$ cat src/rtl/vga_scan_if.sv
// vga_scan_if: bundles the pixel-source handshake and the video output bus of vga_scan.
//
// Signals
//   blank     source -> scan  force colour to zero for this fetch slot
//   pixel     source -> scan  {r,g,b} returned for an earlier advance
//   advance   scan -> source  pixel fetch request
//   hs, vs    scan -> sink    sync outputs
//   de        scan -> sink    display enable
//   r, g, b   scan -> sink    colour channels, CW bits each
//   newline   scan -> sink    pulse at the first position of each source line
//   newframe  scan -> sink    pulse at position (0,0)
//   line      scan -> sink    current source line index
//
// Modports
//   master  the scan generator
//   slave   the source/sink side (line buffer, DAC, bench)

interface vga_scan_if #(
  parameter int unsigned CW     = 4,
  parameter int unsigned LINE_W = 8
);

  logic              blank;
  logic [3*CW-1:0]   pixel;
  logic              advance;
  logic              hs;
  logic              vs;
  logic              de;
  logic [CW-1:0]     r;
  logic [CW-1:0]     g;
  logic [CW-1:0]     b;
  logic              newline;
  logic              newframe;
  logic [LINE_W-1:0] line;

  modport master (
    input  blank,
    input  pixel,
    output advance,
    output hs,
    output vs,
    output de,
    output r,
    output g,
    output b,
    output newline,
    output newframe,
    output line
  );

  modport slave (
    output blank,
    output pixel,
    input  advance,
    input  hs,
    input  vs,
    input  de,
    input  r,
    input  g,
    input  b,
    input  newline,
    input  newframe,
    input  line
  );

endinterface

$ cat src/rtl/vga_scan.sv
// vga_scan: parametrised raster timing generator and pixel output stage.
//
// Walks a raster of H_TOT x V_TOT positions (sync, back porch, active, front porch in both
// directions), requests pixels from an upstream source ahead of time and presents them,
// replicated 2^HSCALE times horizontally and 2^VSCALE times vertically, on the colour outputs.
//
// Ports
//   clk    pixel clock
//   rst_n  asynchronous active-low reset
//   bus    vga_scan_if.master: blank/pixel in, advance, hs/vs/de, r/g/b, newline, newframe,
//          line out
//
// All outputs are registered. hc_q/vc_q hold the position the outputs will present after the
// next clock edge, so every output register is a pure function of (hc_q, vc_q) plus the
// source inputs sampled at that edge. After reset the first edge therefore presents (0,0).

module vga_scan #(
  parameter int unsigned H_SYNC   = 96,
  parameter int unsigned H_BACK   = 48,
  parameter int unsigned H_ACTIVE = 640,
  parameter int unsigned H_FRONT  = 16,
  parameter int unsigned V_SYNC   = 2,
  parameter int unsigned V_BACK   = 30,
  parameter int unsigned V_ACTIVE = 480,
  parameter int unsigned V_FRONT  = 12,
  parameter bit          SYNC_POL = 1'b0,
  parameter int unsigned CW       = 4,
  parameter int unsigned HSCALE   = 0,
  parameter int unsigned VSCALE   = 1,
  parameter int unsigned LATENCY  = 0,
  parameter int unsigned LINE_W   = 8
) (
  input logic        clk,
  input logic        rst_n,
  vga_scan_if.master bus
);

  localparam int unsigned H_TOT = H_SYNC + H_BACK + H_ACTIVE + H_FRONT;
  localparam int unsigned V_TOT = V_SYNC + V_BACK + V_ACTIVE + V_FRONT;
  localparam int unsigned HW    = (H_TOT > 1) ? $clog2(H_TOT) : 1;
  localparam int unsigned VW    = (V_TOT > 1) ? $clog2(V_TOT) : 1;
  // One spare bit so active-end bounds and the fetch look-ahead never overflow.
  localparam int unsigned HX    = HW + 1;
  localparam int unsigned VX    = VW + 1;
  localparam int unsigned PW    = 3 * CW;

  localparam logic [HW-1:0] H_LAST   = HW'(H_TOT - 1);
  localparam logic [HW-1:0] H_SYNC_E = HW'(H_SYNC);
  localparam logic [HX-1:0] H_ACT0   = HX'(H_SYNC + H_BACK);
  localparam logic [HX-1:0] H_ACT1   = HX'(H_SYNC + H_BACK + H_ACTIVE);
  localparam logic [HX-1:0] H_LOOK   = HX'(LATENCY + 1);
  localparam logic [HX-1:0] H_GMASK  = HX'((1 << HSCALE) - 1);

  localparam logic [VW-1:0] V_LAST   = VW'(V_TOT - 1);
  localparam logic [VW-1:0] V_SYNC_E = VW'(V_SYNC);
  localparam logic [VX-1:0] V_ACT0   = VX'(V_SYNC + V_BACK);
  localparam logic [VX-1:0] V_ACT1   = VX'(V_SYNC + V_BACK + V_ACTIVE);
  localparam logic [VX-1:0] V_LMASK  = VX'((1 << VSCALE) - 1);

  // Position to be presented after the next edge.
  logic [HW-1:0]     hc_q, hc_d;
  logic [VW-1:0]     vc_q, vc_d;

  // Output registers.
  logic              hs_q, hs_d;
  logic              vs_q, vs_d;
  logic              de_q, de_d;
  logic              adv_q, adv_d;
  logic              nl_q, nl_d;
  logic              nf_q, nf_d;
  logic [LINE_W-1:0] line_q, line_d;
  logic [PW-1:0]     rgb_q, rgb_d;

  // Pixel of the current horizontal group, held across its replicated positions.
  logic [PW-1:0]     pix_q, pix_d;

  logic [HX-1:0]     hc_x, la_x;
  logic [VX-1:0]     vc_x, vy_x;
  logic              h_act, v_act, la_act;
  logic              grp_first, la_first;
  logic              fetch;

  // Position decode.
  always_comb begin
    hc_x      = {1'b0, hc_q};
    vc_x      = {1'b0, vc_q};
    la_x      = hc_x + H_LOOK;
    vy_x      = vc_x - V_ACT0;

    h_act     = (hc_x >= H_ACT0) && (hc_x < H_ACT1);
    v_act     = (vc_x >= V_ACT0) && (vc_x < V_ACT1);
    // Look-ahead stays on the same line: the active region ends before H_TOT, so any
    // look-ahead position past the line end simply decodes as inactive.
    la_act    = (la_x >= H_ACT0) && (la_x < H_ACT1);

    grp_first = ((hc_x - H_ACT0) & H_GMASK) == '0;
    la_first  = ((la_x - H_ACT0) & H_GMASK) == '0;

    // The edge that loads a group-first active position is exactly the edge that ends
    // cycle n+LATENCY of the matching advance, so the source pixel is valid right now.
    fetch     = h_act && v_act && grp_first;
  end

  // Raster counters.
  always_comb begin
    hc_d = hc_q;
    vc_d = vc_q;
    if (hc_q == H_LAST) begin
      hc_d = '0;
      vc_d = (vc_q == V_LAST) ? '0 : vc_q + VW'(1);
    end else begin
      hc_d = hc_q + HW'(1);
    end
  end

  // Next values of the registered outputs for position (hc_q, vc_q).
  always_comb begin
    hs_d   = (hc_q < H_SYNC_E) ? SYNC_POL : ~SYNC_POL;
    vs_d   = (vc_q < V_SYNC_E) ? SYNC_POL : ~SYNC_POL;
    de_d   = h_act && v_act;
    adv_d  = la_act && v_act && la_first;
    nf_d   = (hc_q == '0) && (vc_q == '0);
    nl_d   = (hc_q == '0) && v_act && ((vy_x & V_LMASK) == '0);

    line_d = line_q;
    if (hc_q == '0) begin
      line_d = v_act ? LINE_W'(vy_x >> VSCALE) : '0;
    end

    pix_d  = fetch ? bus.pixel : pix_q;
    // blank is taken in the cycle the pixel would be sampled; it never disturbs fetches.
    rgb_d  = (de_d && !bus.blank) ? pix_d : '0;
  end

  always_ff @(posedge clk or negedge rst_n) begin
    if (!rst_n) begin
      hc_q   <= '0;
      vc_q   <= '0;
      hs_q   <= ~SYNC_POL;
      vs_q   <= ~SYNC_POL;
      de_q   <= 1'b0;
      adv_q  <= 1'b0;
      nl_q   <= 1'b0;
      nf_q   <= 1'b0;
      line_q <= '0;
      rgb_q  <= '0;
      pix_q  <= '0;
    end else begin
      hc_q   <= hc_d;
      vc_q   <= vc_d;
      hs_q   <= hs_d;
      vs_q   <= vs_d;
      de_q   <= de_d;
      adv_q  <= adv_d;
      nl_q   <= nl_d;
      nf_q   <= nf_d;
      line_q <= line_d;
      rgb_q  <= rgb_d;
      pix_q  <= pix_d;
    end
  end

  assign bus.hs       = hs_q;
  assign bus.vs       = vs_q;
  assign bus.de       = de_q;
  assign bus.advance  = adv_q;
  assign bus.newline  = nl_q;
  assign bus.newframe = nf_q;
  assign bus.line     = line_q;
  assign bus.r        = rgb_q[3*CW-1:2*CW];
  assign bus.g        = rgb_q[2*CW-1:CW];
  assign bus.b        = rgb_q[CW-1:0];

endmodule

$ cat src/flat_wrapper.sv
// flat-port wrapper written by rule: the top's interface ports become plain ports
module vga_scan_flat 
#(
  parameter int unsigned H_SYNC   = 96,
  parameter int unsigned H_BACK   = 48,
  parameter int unsigned H_ACTIVE = 640,
  parameter int unsigned H_FRONT  = 16,
  parameter int unsigned V_SYNC   = 2,
  parameter int unsigned V_BACK   = 30,
  parameter int unsigned V_ACTIVE = 480,
  parameter int unsigned V_FRONT  = 12,
  parameter bit          SYNC_POL = 1'b0,
  parameter int unsigned CW       = 4,
  parameter int unsigned HSCALE   = 0,
  parameter int unsigned VSCALE   = 1,
  parameter int unsigned LATENCY  = 0,
  parameter int unsigned LINE_W   = 8
)
  (clk, rst_n, bus_blank, bus_pixel, bus_advance, bus_hs, bus_vs, bus_de, bus_r, bus_g, bus_b, bus_newline, bus_newframe, bus_line);
  vga_scan_if #(.CW(CW), .LINE_W(LINE_W)) bus_i ();
  input logic clk;
  input logic rst_n;
  input wire logic [$bits(bus_i.blank)-1:0] bus_blank;
  input wire logic [$bits(bus_i.pixel)-1:0] bus_pixel;
  output wire logic [$bits(bus_i.advance)-1:0] bus_advance;
  output wire logic [$bits(bus_i.hs)-1:0] bus_hs;
  output wire logic [$bits(bus_i.vs)-1:0] bus_vs;
  output wire logic [$bits(bus_i.de)-1:0] bus_de;
  output wire logic [$bits(bus_i.r)-1:0] bus_r;
  output wire logic [$bits(bus_i.g)-1:0] bus_g;
  output wire logic [$bits(bus_i.b)-1:0] bus_b;
  output wire logic [$bits(bus_i.newline)-1:0] bus_newline;
  output wire logic [$bits(bus_i.newframe)-1:0] bus_newframe;
  output wire logic [$bits(bus_i.line)-1:0] bus_line;
  assign bus_i.blank = bus_blank;
  assign bus_i.pixel = bus_pixel;
  assign bus_advance = bus_i.advance;
  assign bus_hs = bus_i.hs;
  assign bus_vs = bus_i.vs;
  assign bus_de = bus_i.de;
  assign bus_r = bus_i.r;
  assign bus_g = bus_i.g;
  assign bus_b = bus_i.b;
  assign bus_newline = bus_i.newline;
  assign bus_newframe = bus_i.newframe;
  assign bus_line = bus_i.line;
  vga_scan #(.H_SYNC(H_SYNC), .H_BACK(H_BACK), .H_ACTIVE(H_ACTIVE), .H_FRONT(H_FRONT), .V_SYNC(V_SYNC), .V_BACK(V_BACK), .V_ACTIVE(V_ACTIVE), .V_FRONT(V_FRONT), .SYNC_POL(SYNC_POL), .CW(CW), .HSCALE(HSCALE), .VSCALE(VSCALE), .LATENCY(LATENCY), .LINE_W(LINE_W)) u_core (.clk(clk), .rst_n(rst_n), .bus(bus_i));
endmodule
$ cat config.mk
export PLATFORM = sky130hd
export DESIGN_NAME = vga_scan_flat
export DESIGN_NICKNAME = d
export VERILOG_FILES = /design/src/rtl/vga_scan_if.sv /design/src/rtl/vga_scan.sv /design/src/flat_wrapper.sv
export SDC_FILE = /design/constraint.sdc
export NUM_CORES = 1
export LEC_CHECK = 0
export CAP_MARGIN = 10
export CORE_MARGIN = 2
export CORE_UTILIZATION = 53
export CTS_BUF_LIST = sky130_fd_sc_hd__clkbuf_8
export DETAILED_ROUTE_END_ITERATION = 8
export PLACE_DENSITY_LB_ADDON = 0.08
export SLEW_MARGIN = 20
export SYNTH_ARGS = -nofsm -noshare
export SYNTH_HDL_FRONTEND = slang
export SYNTH_SLANG_ARGS = --single-unit
$ cat constraint.sdc
create_clock -name clk -period 2.21 [get_ports clk]
set_input_delay 0.3315 -clock clk [delete_from_list [all_inputs] [get_ports clk]]
set_output_delay 0.3315 -clock clk [all_outputs]
set_load 0.05 [all_outputs]
Yosys cells after proc, flatten, opt, wreduce, memory -nomap -nowiden:

Cells that the tools add are included.

* order comparisons: 8
* reductions and logical operators: 13
* mux-type cells: 7
* multiply operators: 0
* $add $sub $neg: 4
* bitwise gates (word level): 0
* eq/ne operators: 2
* shift operators: 0
* div/mod/pow operators: 0

Operators with widths (count)
* $mux W12: 2
* $add A10 B1 Y10 const B: 2
* $eq A10 B10 Y1 const B: 2
* $logic_not A10 Y1: 2
* $lt A10 B10 Y1 const B: 2
* $mux W10: 2
* $add A10 B1 Y11 const B: 1
* $ge A11 B8 Y1 const B: 1
* $logic_not A11 Y1: 1
* $lt A11 B10 Y1 const B: 1
* $ge A10 B6 Y1 const B: 1
* $ge A10 B8 Y1 const B: 1
* $lt A10 B2 Y1 const B: 1
* $lt A10 B7 Y1 const B: 1
* $logic_and A1 B1 Y1: 9
* $sub A9 B6 Y9 const B: 1
* $mux W8: 1
* $mux W1: 2
* $logic_not A1 Y1: 1

* RAM bits: 0
* output and inout port bits: 26
* input bits: 15
* latch bits: 0
* memories kept: 0
* flip-flop bits (word level): 58
* word-level logic and storage cells: 45
* bits in read-only memories: 0

Logic depth before layout (Yosys ltp):

* word-level depth: 5
* depth in mapped cells: 7
* gate-level depth less buffers: 6

Worst setup path before layout:

Ideal clock, no wire load.

* path type: register to register
* start point: register u_core.hc_q[0]
* end point: register u_core.vc_q[8]
* stages on the path, launching flop included: 7
* required time: 2.131 ns
* library setup time: 0.079 ns
* arrival: 1.603 ns
* clock period less this slack: 1.682 ns
* path slack: 0.528 ns
* buffers on the path: 0
* cells stage by stage: dfrtp_1 -> ha_1 -> nand4_1 -> nor3_4 -> and3_1 -> and3_1 -> xor2_1

* longest elaborated chain between the ends: 1

RTL lines
* start, declared: line vga_scan.sv:61 `logic [HW-1:0] hc_q, hc_d;`
* start signal, assigned: line vga_scan.sv:137 `hc_q <= '0;`
* start signal, assigned: line vga_scan.sv:149 `hc_q <= hc_d;`
* $eq A10 B10 Y1: line vga_scan.sv:108 `if (hc_q == H_LAST) begin`
* end signal, assigned: line vga_scan.sv:150 `vc_q <= vc_d;`
* end, declared: line vga_scan.sv:62 `logic [VW-1:0] vc_q, vc_d;`

Every way passes these cells.
A chain may end at the register's enable or synchronous reset.

Worst setup path in the final report:

* start point: register u_core.hs_q, in the netlist u_core.bus.hs
* end point: output port bus_hs

RTL lines
* start, declared: line vga_scan.sv:65 `logic hs_q, hs_d;`
* start signal, assigned: line vga_scan.sv:139 `hs_q <= ~SYNC_POL;`
* start signal, assigned: line vga_scan.sv:151 `hs_q <= hs_d;`
* end, declared: line flat_wrapper.sv:26 `output wire logic [$bits(bus_i.hs)-1:0] bus_hs;`

No word-level cell between the ends.

==> summary.md <==
| Metric | Value |
|---|---|
| Final worst path period need | `~2 ns` |
| Largest net degree at the start of global routing | `47` |
| Die area | `roughly 4600 sq um` |
| Share of cells above drive strength 1 | `12.9%` |
| Cell taking the most area after synthesis | `dfrtp_1` |
| GRT overflow | `0` |
| Vias in the first global route | `1,453` |
| Final worst-path cycle share | `88.3%` |
| Post-route setup TNS | `0 ns` |
| Cts hold-fix bufs | `0` |
| Synth async-reset ratio | `between 90% and 100%` |
| Rel. slew slack | `62.4%` |
| CP Buf/Inv Count | `1` |
| CTS Buffer Depth | `2` |
| Multi-input gate area | `880 sq um` |
| Port bufs | `40` |
| Post-synth EDFFs | `0` |
| Seq/Total Area, Yosys | `54.0%` |
| Detailed-route via count | `1,526` |
| Starting Density | `54.1%` |
| # diodes | `0` |
| Antenna violations before repair | `0` |
| Cells after Synth | `192` |
| Die Ht | `67.5 um` |
| Top-count cell post-synth | `dfrtp_1` |
| Power Density | `613 nW/um^2` |
| Post CTS Setup Buffer Count | `0` |
| Fin nets | `around 250` |
| Area of the core | `3940 sq um` |
| Vias per Instance | `5.39` |
| Post-synth top area share | `51.6%` |
| CTS Buf Count | `5` |
| Ys flop type | `dfrtp_1` |
| Setup crit end kind | `output port` |
| Setup CP Type | `flip-flop to output port` |
| VDD IR-drop max | `around 0.00034 V` |
| Fmax | `0.512 GHz` |
| Tot GR Track Use | `19.6%` |
| Reg-to-reg startpoint | `u_core.hc_q[0]` |
| FF/Latch Area | `~1200 sq um` |
| Clock slew at reported path FFs | `roughly 0.08 ns` |
| Slowest cell on crit path | `clkdlybuf4s50_1` |
| Worst Path Arrival | `roughly 1.6 ns` |
| Synth cell types | `41` |
| HP Class | `primary input to async pin` |
| Tightest Pin Transition | `0.565 ns` |
| Run status | `completed` |
| Post-synth top cells | `dfrtp_1 (44), nand2_1 (18), nor2_1 (13)` |
| Layout fillers | `284` |
| Top post-synthesis cells by area | `dfrtp_1 (52%), ha_1 (4.1%), and2_2 (3.9%)` |
| DRC Markers | `0` |
| CTS Sinks | `46` |
| Row count | `23` |
| DP HPWL | `2.92 mm` |
| Critical Path Source | `u_core.bus.hs` |
| DRT Pass-1 Iters | `4` |
| RSZ-0062 raised after global routing | `false` |
| GPL Wtd Cong | `0.822` |
| First-pass GRT wire length | `6.60 mm` |
| Synth Cell Area | `2130 sq um` |
| Avg Synthesized Cell Area | `11.1 sq um` |
| Chip width | `67.5 um` |
| Final wirelength | `3.97 mm` |
| CP cell instances | `clkdlybuf4s50_1` |
| R2R cell count | `6` |
| Cell leakage power | `between 1 and 1.5 nW` |
| Clk root buf | `clkbuf_8` |
| Mapped Nets | `214` |
| CTS tree | `yes` |
| Largest delay share family, worst path | `buffers and inverters` |
| Resized cells post-CTS | `0` |
| IO Pins | `41` |
| Final setup violation count | `0` |
| Slew Viols, Final | `0` |
| Area Growth Syn to Fin | `25.7%` |
| Post-synthesis register bit count | `46` |
| R2r setup slk | `between 0.3 and 0.4 ns` |
| Final Worst Setup Slack | `0.258 ns` |
| CP max FO | `1` |
| Worst skew pair latency | `0.30 ns` |
| Post-route clock skew | `0.00454 ns` |
| Routed length per placed instance | `between 10 and 15 um` |
| Worst Path Required | `1.88 ns` |
| Max stage delay on crit path | `0.80 ns` |
| Antenna Nets Post-Route | `0` |
| Final hold viol count | `0` |
| CP Launch Type | `flip-flop` |
| DP Worst Slack | `~0.34 ns` |
| Maxcap violations | `0` |
| Post-place instance area | `2540 sq um` |
| Cell area after layout | `2680 sq um` |
| H-tree depth | `2` |
| Number of warnings issued by yosys | `0` |
| First DRT Iteration DRCs | `97` |
| Worst R2R End | `u_core.vc_q[8]` |
-- worst register-to-register path, stage by stage, from the launching register on --
cell and delay, ns:
dfrtp_1 0.44, ha_1 0.23, nand4_1 0.21, nor3_4 0.39, and3_1 0.24, and3_1 0.18
xor2_1 0.14
-- logic make-up (layout without fill, tap and decap cells) --
| logic type | Yosys count | after routing | synth area share [%] |
|---|---|---|---|
| multiplexers | 1 | 1 | 0.469 |
| AO/OA/AOI/OAI | 27 | 27 | 9.26 |
| adder cells (fa/ha/maj) | 7 | 7 | 4.10 |
| AND/OR/NAND/NOR | 80 | 80 | 22.0 |
| flip-flops | 46 | 46 | 54.0 |
| XOR/XNOR | 13 | 13 | 5.33 |
| buffers and inverters | 18 | 59 | 4.75 |
-- flip-flops by register name, summed over array words and instances, names as in the netlist --
name and flops:
u_core.rgb_q 12, u_core.hc_q 10, u_core.vc_q 10, u_core.bus.line 8
u_core.bus.advance 1, u_core.bus.de 1, u_core.bus.hs 1, u_core.bus.newframe 1
u_core.bus.newline 1, u_core.bus.vs 1
-- cell type report --
class	instances	share of cell area (%)
multi-input combinational	128	32.8
timing repair buffer	42	15.3
clock inverter	2	2.24
sequential	46	43.0
clock buffer	6	3.08
inverter	9	1.26
tap	50	2.33
-- worst max-delay path by stage --
| stage | to | slack (ns) | cells past startpoint |
|---|---|---|---|
| 2_1_floorplan | u_core.vc_q[8] | 0.53 | 6 |
| 3_3_place_gp | u_core.vc_q[8] | 0.39 | 6 |
| 3_5_place_dp | u_core.vc_q[8] | 0.34 | 6 |
| 4_1_cts | bus_hs | 0.24 | 1 |
| 5_1_grt | u_core.vc_q[7] | 0.11 | 6 |
| 6_report | bus_hs | 0.26 | 1 |
-- layer usage --
layer	GRT usage (%)	up-vias	routed length [um]
met5	0	-	0
met4	7.40	0	61
met3	6.50	6	285
met2	29.8	56	1790
met1	26.0	731	1830
li1	-	733	-
-- metrics by stage --
step | power, mW | instances | hold WS, ns | util (%)
floorplan | 0.858 | 192 | 0.0359 | -
global placement | 0.898 | 275 | 0.438 | 64.4
detailed placement | 0.899 | 275 | 0.445 | 64.4
CTS | 1.66 | 283 | 0.114 | 68.0
global route | 1.70 | 283 | 0.137 | 68.0
finish | 1.64 | 283 | 0.108 | 68.0
-- cell usage in the layout (no fill, tap or decap), types with 2 or more instances in the layout --
cell             instances
a21oi_1                  2
a22o_1                   5
and2_1                   2
and2_2                  11
and3_1                   3
buf_4                    2
bufinv_16                2
clkbuf_8                 6
clkdlybuf4s50_1         39
dfrtp_1                 44
dfstp_2                  2
ha_1                     7
inv_1                    9
nand2_1                 18
nand3_1                 10
nand4_1                  4
nor2_1                  13
nor3_1                   4
nor4_1                   3
nor4_4                   2
o21ai_0                 10
o31ai_1                  3
xnor2_1                  9
xor2_1                   4
-- report_power, final --
part	internal (mW)	leakage [nW]	switching, mW	total, mW
Sequential	0.841	0.621	0	0.841
Clock	0.482	0.0714	0.279	0.761
Combinational	0.0219	0.523	0.0188	0.0408
Note: power is estimated with default switching activity, not from simulation.
